<file path="src/rtl/dmem_access_ctrl_if.sv">
// Request/response channel between the execute stage and the data-memory sequencer.
// The master side issues requests and consumes responses.
interface dmem_access_ctrl_if #(
    parameter int ADDR_W = 12,
    parameter int DATA_W = 32
);
    logic              req_valid;
    logic              req_ready;
    logic              req_we;
    logic [ADDR_W-1:0] req_addr;
    logic [DATA_W-1:0] req_wdata;
    logic              resp_valid;
    logic              resp_ready;
    logic [DATA_W-1:0] resp_rdata;
    logic              resp_err;

    modport master (
        output req_valid, req_we, req_addr, req_wdata, resp_ready,
        input  req_ready, resp_valid, resp_rdata, resp_err
    );

    modport slave (
        input  req_valid, req_we, req_addr, req_wdata, resp_ready,
        output req_ready, resp_valid, resp_rdata, resp_err
    );
endinterface

</file>
<file path="src/rtl/dmem_access_ctrl.sv">
// Single-outstanding load/store sequencer in front of a registered-read data memory.
// Range-checks each request, drives the memory port and returns data or an error.
module dmem_access_ctrl #(
    parameter int ADDR_W = 12,
    parameter int DATA_W = 32,
    parameter int DEPTH  = 32,
    parameter int ERR_W  = 8
) (
    input  logic              clk,
    input  logic              rst,
    dmem_access_ctrl_if.slave bus,
    output logic [ERR_W-1:0]  err_count,
    output logic              we_DM,
    output logic [ADDR_W-1:0] addDM,
    output logic [DATA_W-1:0] dataDM,
    input  logic [DATA_W-1:0] outDM
);

    typedef enum logic [1:0] {IDLE, ACCESS, CAPTURE, RESP} state_t;

    localparam logic [ADDR_W-1:0] LIMIT = ADDR_W'(DEPTH);

    state_t            state;
    logic              op_we;
    logic [ADDR_W-1:0] addr_q;
    logic [DATA_W-1:0] wdata_q;
    logic              resp_valid_q;
    logic              resp_err_q;
    logic [DATA_W-1:0] resp_rdata_q;

    function automatic logic [ERR_W-1:0] sat_inc(input logic [ERR_W-1:0] v);
        return (&v) ? v : v + 1'b1;
    endfunction

    always_ff @(posedge clk) begin
        if (rst) begin
            state        <= IDLE;
            op_we        <= 1'b0;
            addr_q       <= '0;
            wdata_q      <= '0;
            resp_valid_q <= 1'b0;
            resp_err_q   <= 1'b0;
            resp_rdata_q <= '0;
            err_count    <= '0;
        end else begin
            case (state)
                IDLE: begin
                    if (bus.req_valid) begin
                        op_we   <= bus.req_we;
                        addr_q  <= bus.req_addr;
                        wdata_q <= bus.req_wdata;
                        // Out-of-range requests never touch the memory port.
                        if (bus.req_addr >= LIMIT) begin
                            resp_valid_q <= 1'b1;
                            resp_err_q   <= 1'b1;
                            resp_rdata_q <= '0;
                            err_count    <= sat_inc(err_count);
                            state        <= RESP;
                        end else begin
                            state <= ACCESS;
                        end
                    end
                end
                ACCESS: begin
                    if (op_we) begin
                        resp_valid_q <= 1'b1;
                        resp_err_q   <= 1'b0;
                        resp_rdata_q <= '0;
                        state        <= RESP;
                    end else begin
                        state <= CAPTURE;
                    end
                end
                CAPTURE: begin
                    resp_valid_q <= 1'b1;
                    resp_err_q   <= 1'b0;
                    resp_rdata_q <= outDM;
                    state        <= RESP;
                end
                RESP: begin
                    if (bus.resp_ready) begin
                        resp_valid_q <= 1'b0;
                        state        <= IDLE;
                    end
                end
                default: state <= IDLE;
            endcase
        end
    end

    // The rst term keeps a reset arriving during a store from committing the write.
    assign we_DM          = (state == ACCESS) && op_we && !rst;
    assign addDM          = addr_q;
    assign dataDM         = wdata_q;
    assign bus.req_ready  = (state == IDLE);
    assign bus.resp_valid = resp_valid_q;
    assign bus.resp_err   = resp_err_q;
    assign bus.resp_rdata = resp_rdata_q;

endmodule
</file>
<file path="src/flat_wrapper.sv">
// flat-port wrapper written by rule: the top's interface ports become plain ports
module dmem_access_ctrl_flat 
#(
    parameter int ADDR_W = 12,
    parameter int DATA_W = 32,
    parameter int DEPTH  = 32,
    parameter int ERR_W  = 8
)
  (clk, rst, err_count, we_DM, addDM, dataDM, outDM, bus_req_valid, bus_req_we, bus_req_addr, bus_req_wdata, bus_resp_ready, bus_req_ready, bus_resp_valid, bus_resp_rdata, bus_resp_err);
  dmem_access_ctrl_if #(.ADDR_W(ADDR_W), .DATA_W(DATA_W)) bus_i ();
  input  logic clk;
  input  logic rst;
  output logic [ERR_W-1:0] err_count;
  output logic we_DM;
  output logic [ADDR_W-1:0] addDM;
  output logic [DATA_W-1:0] dataDM;
  input  logic [DATA_W-1:0] outDM;
  input wire logic [$bits(bus_i.req_valid)-1:0] bus_req_valid;
  input wire logic [$bits(bus_i.req_we)-1:0] bus_req_we;
  input wire logic [$bits(bus_i.req_addr)-1:0] bus_req_addr;
  input wire logic [$bits(bus_i.req_wdata)-1:0] bus_req_wdata;
  input wire logic [$bits(bus_i.resp_ready)-1:0] bus_resp_ready;
  output wire logic [$bits(bus_i.req_ready)-1:0] bus_req_ready;
  output wire logic [$bits(bus_i.resp_valid)-1:0] bus_resp_valid;
  output wire logic [$bits(bus_i.resp_rdata)-1:0] bus_resp_rdata;
  output wire logic [$bits(bus_i.resp_err)-1:0] bus_resp_err;
  assign bus_i.req_valid = bus_req_valid;
  assign bus_i.req_we = bus_req_we;
  assign bus_i.req_addr = bus_req_addr;
  assign bus_i.req_wdata = bus_req_wdata;
  assign bus_i.resp_ready = bus_resp_ready;
  assign bus_req_ready = bus_i.req_ready;
  assign bus_resp_valid = bus_i.resp_valid;
  assign bus_resp_rdata = bus_i.resp_rdata;
  assign bus_resp_err = bus_i.resp_err;
  dmem_access_ctrl #(.ADDR_W(ADDR_W), .DATA_W(DATA_W), .DEPTH(DEPTH), .ERR_W(ERR_W)) u_core (.clk(clk), .rst(rst), .bus(bus_i), .err_count(err_count), .we_DM(we_DM), .addDM(addDM), .dataDM(dataDM), .outDM(outDM));
endmodule
</file>
<file path="config.mk">
export PLATFORM = sky130hd
export DESIGN_NAME = dmem_access_ctrl_flat
export DESIGN_NICKNAME = d
export VERILOG_FILES = /design/src/rtl/dmem_access_ctrl_if.sv /design/src/rtl/dmem_access_ctrl.sv /design/src/flat_wrapper.sv
export SDC_FILE = /design/constraint.sdc
export NUM_CORES = 1
export LEC_CHECK = 0
export CAP_MARGIN = 20
export CORE_MARGIN = 3
export CORE_UTILIZATION = 50
export CTS_CLUSTER_SIZE = 20
export DETAILED_ROUTE_END_ITERATION = 8
export DONT_BUFFER_PORTS = 1
export GPL_ROUTABILITY_DRIVEN = 0
export SYNTH_ARGS = -nofsm -noshare
export SYNTH_HDL_FRONTEND = slang
export SYNTH_SLANG_ARGS = --single-unit
</file>
<file path="constraint.sdc">
create_clock -name clk -period 6.1 [get_ports clk]
set_clock_uncertainty 0.15 [all_clocks]
set_input_delay 1.525 -clock clk [delete_from_list [all_inputs] [get_ports clk]]
set_output_delay 1.525 -clock clk [all_outputs]
set_load 0.005 [all_outputs]
</file>
[Yosys cells after proc, flatten, opt, wreduce, memory -nomap -nowiden]
Cells that the tools add are included.
Widths: inputs -> output; s select.
Storage, ports and cells
  flip-flop bits (word level): 89
  output and inout port bits: 88
  word-level logic and storage cells: 45
Operators by class
  add/subtract/negate cells: 1
  $lt $le $gt $ge: 1
  equal/unequal tests: 7
  mux-type cells: 16
  bitwise logic cells: 1
  reductions and logical operators: 11
Operator list (number)
  $mux 32: 3
  $pmux 32 s3: 1
  $ge 12x6->1 const B: 1
  $reduce_and 4->1: 3
  $add 8x1->8 const B: 1
  $pmux 2 s4: 1
  $reduce_and 8->1: 1
  $mux 1: 6
  $mux 2: 3
  $eq 2x2->1 const B: 2
  $ne 2x1->1 const B: 2
  $ne 2x2->1 const B: 2
  $pmux 1 s4: 1
  $reduce_and 2->1: 2
  $pmux 1 s3: 1
  $reduce_bool 3->1: 1
  $eq 2x1->1 const B: 1
  $logic_and 1x1->1: 2
  $logic_not 2->1: 1
  $logic_not 1->1: 1
  $not 1->1: 1

[Longest topological paths before layout]
  depth after elaboration: 4
  depth in mapped cells: 9
  depth with buffers taken out: 6

[Worst setup path before layout]
No wires, ideal clock.
  path kind: input -> output
  start point: input rst
  end point: output we_DM
  data arrival time: 2141 ps
  data required time: 4425 ps
  slack: 2284 ps
  cell stages on the path: 3
  cell sequence: clkbuf_1 clkbuf_1 nor2_1
Between the ends
  cells in the longest elaborated chain, start to end: 2
RTL lines
  start: declaration: line flat_wrapper.sv:12  | input logic rst;
  $logic_not 1->1: line dmem_access_ctrl.sv:92  | assign we_DM = (state == ACCESS) && op_we && !rst;
  $logic_and 1x1->1: line dmem_access_ctrl.sv:92
  end: declaration: line flat_wrapper.sv:14  | output logic we_DM;
Every way passes these cells.

[Worst setup path after layout]
Same ends and word-level chain as after synthesis.

==> flow_summary.toml <==
[sta]
rsz0062_at_grt = "no"
hold_violations = 0
finalMaxSlewViolations = 0
relSlewSlack_pct = 38.0
fmax_mhz = 291
final.setup.tns_ns = 0
finalCriticalPeriod_ns = 3.44
setup_viol = 0
fin_crit_sh_pct = 56.4
layout_setup_ws_ns = 2.66
tightestPinTransition_ns = 0.926

[cts]
clk-insertion-delay-late_ns = 0.34
cts_tree = "built"
numCtsBuffers = 9
cts_max_level = 3
clockBufferDepth = 2
path_clk_slew_ns = 0.09
cts_resized = 0
post_cts_buffers = 0
cts_sinks = 89
cts-hold-fix-buffers = 0
cts_root_buffer = "clkbuf_8"

[routing]
drc = 0
ant_nets = 0
first_pass_iters = 4
first_iter_violations = 141
wl_per_cell_um = 17.4
routed_wl_um = 8900
via_count = 2985
routed_via_density = 5.84

[job]
cap_violations = 0

[global_route]
grt_pass1_vias = 2744
grt_pass1_wl_um = 14000
grtUsageTotal_pct = 20.6
grt_overflow = 0
antenna_found_initial = 0
grt_max_degree = 92

[synthesis]
synth_area_leader_cell = "dfxtp_1"
synth-seq-cells = 89
synth_nets = 521
syn_area_per_cell_um2 = 8.36
synth_top_area_share_pct = 49.0
yosysWarningCount = 0
ys_async_sr_fraction_pct = 0
ys_seq_area_share_pct = 49.0
synth_most_common_cell = "nand2_1"
synthTopCellsByArea = "dfxtp_1, a21oi_1, nand2_1"
syn_area_um2 = 3630
ys_types = 40
synthTopCellsByCount = "nand2_1, dfxtp_1, a21oi_1"
ys.flop_type = "dfxtp_1"
synth_cells = 435
synth_enable_flop_cells = 0

[floorplanning]
die_h_um = 91.3
num_io_pins = 169
rows = 30
die_area_um2 = 8330
core_area_um2 = 6910
die-width_um = 91.3
start_util_pct = 52.6

[critical_path]
cp_slowest_cell = "nor2_1"
cp.arrival_ns = 1.76
path_buf_inv = 0
worstReg2RegStart = "u_core.state[0]$_SDFFE_PP0P_"
r2r_cells = 6
cp-end-kind = "output pin"
crit_family = "simple AND/OR/NAND/NOR gates"
worst_setup_path_start_kind = "primary input"
path_max_fanout = 91
rrSetupSlack_ns = 3.14
reg2reg_to = "u_core.bus.resp_err$_SDFFE_PP0P_"
critical_path_class = "primary input to output pin"
worstPathRequired_ns = 4.43
cpPeakStageDelay_ns = 0.22
cp_cell_sequence = "nor2_1"

[final_layout]
syn_to_final_growth_pct = 5.37
finalNonFillerCells = 511
n_antenna_cell = 0
postLayoutCoreUtil_pct = 55.5
drive_above_1_share_pct = 6.99
nFillCells = 689
fin_nets = 497

[status]
outcome = "completed"

[min_path]
hp-start = "u_core.op_we$_SDFFE_PP0P_"
hold_depth = 2
min_path_type = "flop to flop"
whs_endpoint = "u_core.op_we$_SDFFE_PP0P_"

[placement]
port-buffer-count = 0
dp_slack_ns = 2.55
dp.cells = 494
dpl.hpwl_um = 5760

[power_and_ir_drop]
ir_drop_mv = 0.220
p_leak_uw = 0.00125
power_density_nw_per_um2 = 443
[per-stage QoR]
| stage | total power [uW] | cell area (um2) | hold WS, ns |
|---|---|---|---|
| floorplan | 1200 | 3630 | 0.294 |
| global placement | 1270 | 3580 | 0.300 |
| detailed placement | 1270 | 3580 | 0.309 |
| CTS | 1670 | 3770 | 0.320 |
| global route | 1820 | 3830 | 0.342 |
| finish | 1700 | 3830 | 0.317 |
[layer usage]
metal	routed length, um	global-route usage [%]	up-vias
met5	0	0	-
met3	846	8.04	16
met4	240	10.3	0
li1	-	-	1500
met1	3780	25.3	1361
met2	4040	31.5	108
[kinds of logic after synthesis]
group,after synthesis,synth area share (%)
AO/OA/AOI/OAI,134,23.2
AND/OR/NAND/NOR,161,19.8
buffers and inverters,46,6.23
flip-flops,89,49.0
adder cells (fa/ha/maj),5,1.72
[worst max-delay path by stage]
stage	startpoint	to	slack, ns	depth (start not counted)
final	rst	we_DM	2.66	1
after global routing	rst	we_DM	2.68	1
after CTS	rst	we_DM	2.71	1
after detailed placement	bus_req_valid	u_core.bus.resp_err$_SDFFE_PP0P_	2.55	4
after global placement	bus_req_valid	u_core.bus.resp_err$_SDFFE_PP0P_	2.57	4
after floorplan	rst	we_DM	2.28	3
[flip-flops by register name, indices dropped and copies added, names as in the netlist]
| register | count |
|---|---|
| u_core.bus.resp_rdata | 32 |
| u_core.dataDM | 32 |
| u_core.addDM | 12 |
| u_core.err_count | 8 |
| u_core.state | 2 |
| u_core.bus.resp_err | 1 |
| u_core.bus.resp_valid | 1 |
| u_core.op_we | 1 |
[cells in the final DEF (no fill, tap or decap), drive strengths merged, types with 2 or more instances in the layout]
master	Yosys	layout
nand2b	2	2
a21oi	86	86
dfxtp	89	89
nor2	5	5
clkinv	0	2
nand2	96	96
ha	5	5
o21ai	5	5
nor3	4	4
o211ai	2	2
o31ai	3	3
or4	5	5
nor2b	2	2
buf	11	6
clkinvlp	0	3
o2111ai	32	32
inv	5	5
clkbuf	30	9
or3	2	2
nand3	37	37
[final cells by class]
cell class | count | area [um2] | area share [%]
inverters | 5 | 18.8 | 0.490
clock buffers | 9 | 124 | 3.23
flip-flops and latches | 89 | 1780 | 46.5
multi-input cells | 300 | 1630 | 42.6
clock inverters | 6 | 70.1 | 1.83
repair buffers | 6 | 85.1 | 2.22
well taps | 96 | 120 | 3.14
[power by group]
group	switching, uW	leakage [uW]	internal [uW]
combinational	376	0.000443	174
clock	207	0.0000875	188
sequential	77.0	0.000725	675
Note: power is estimated with default switching activity, not from simulation.
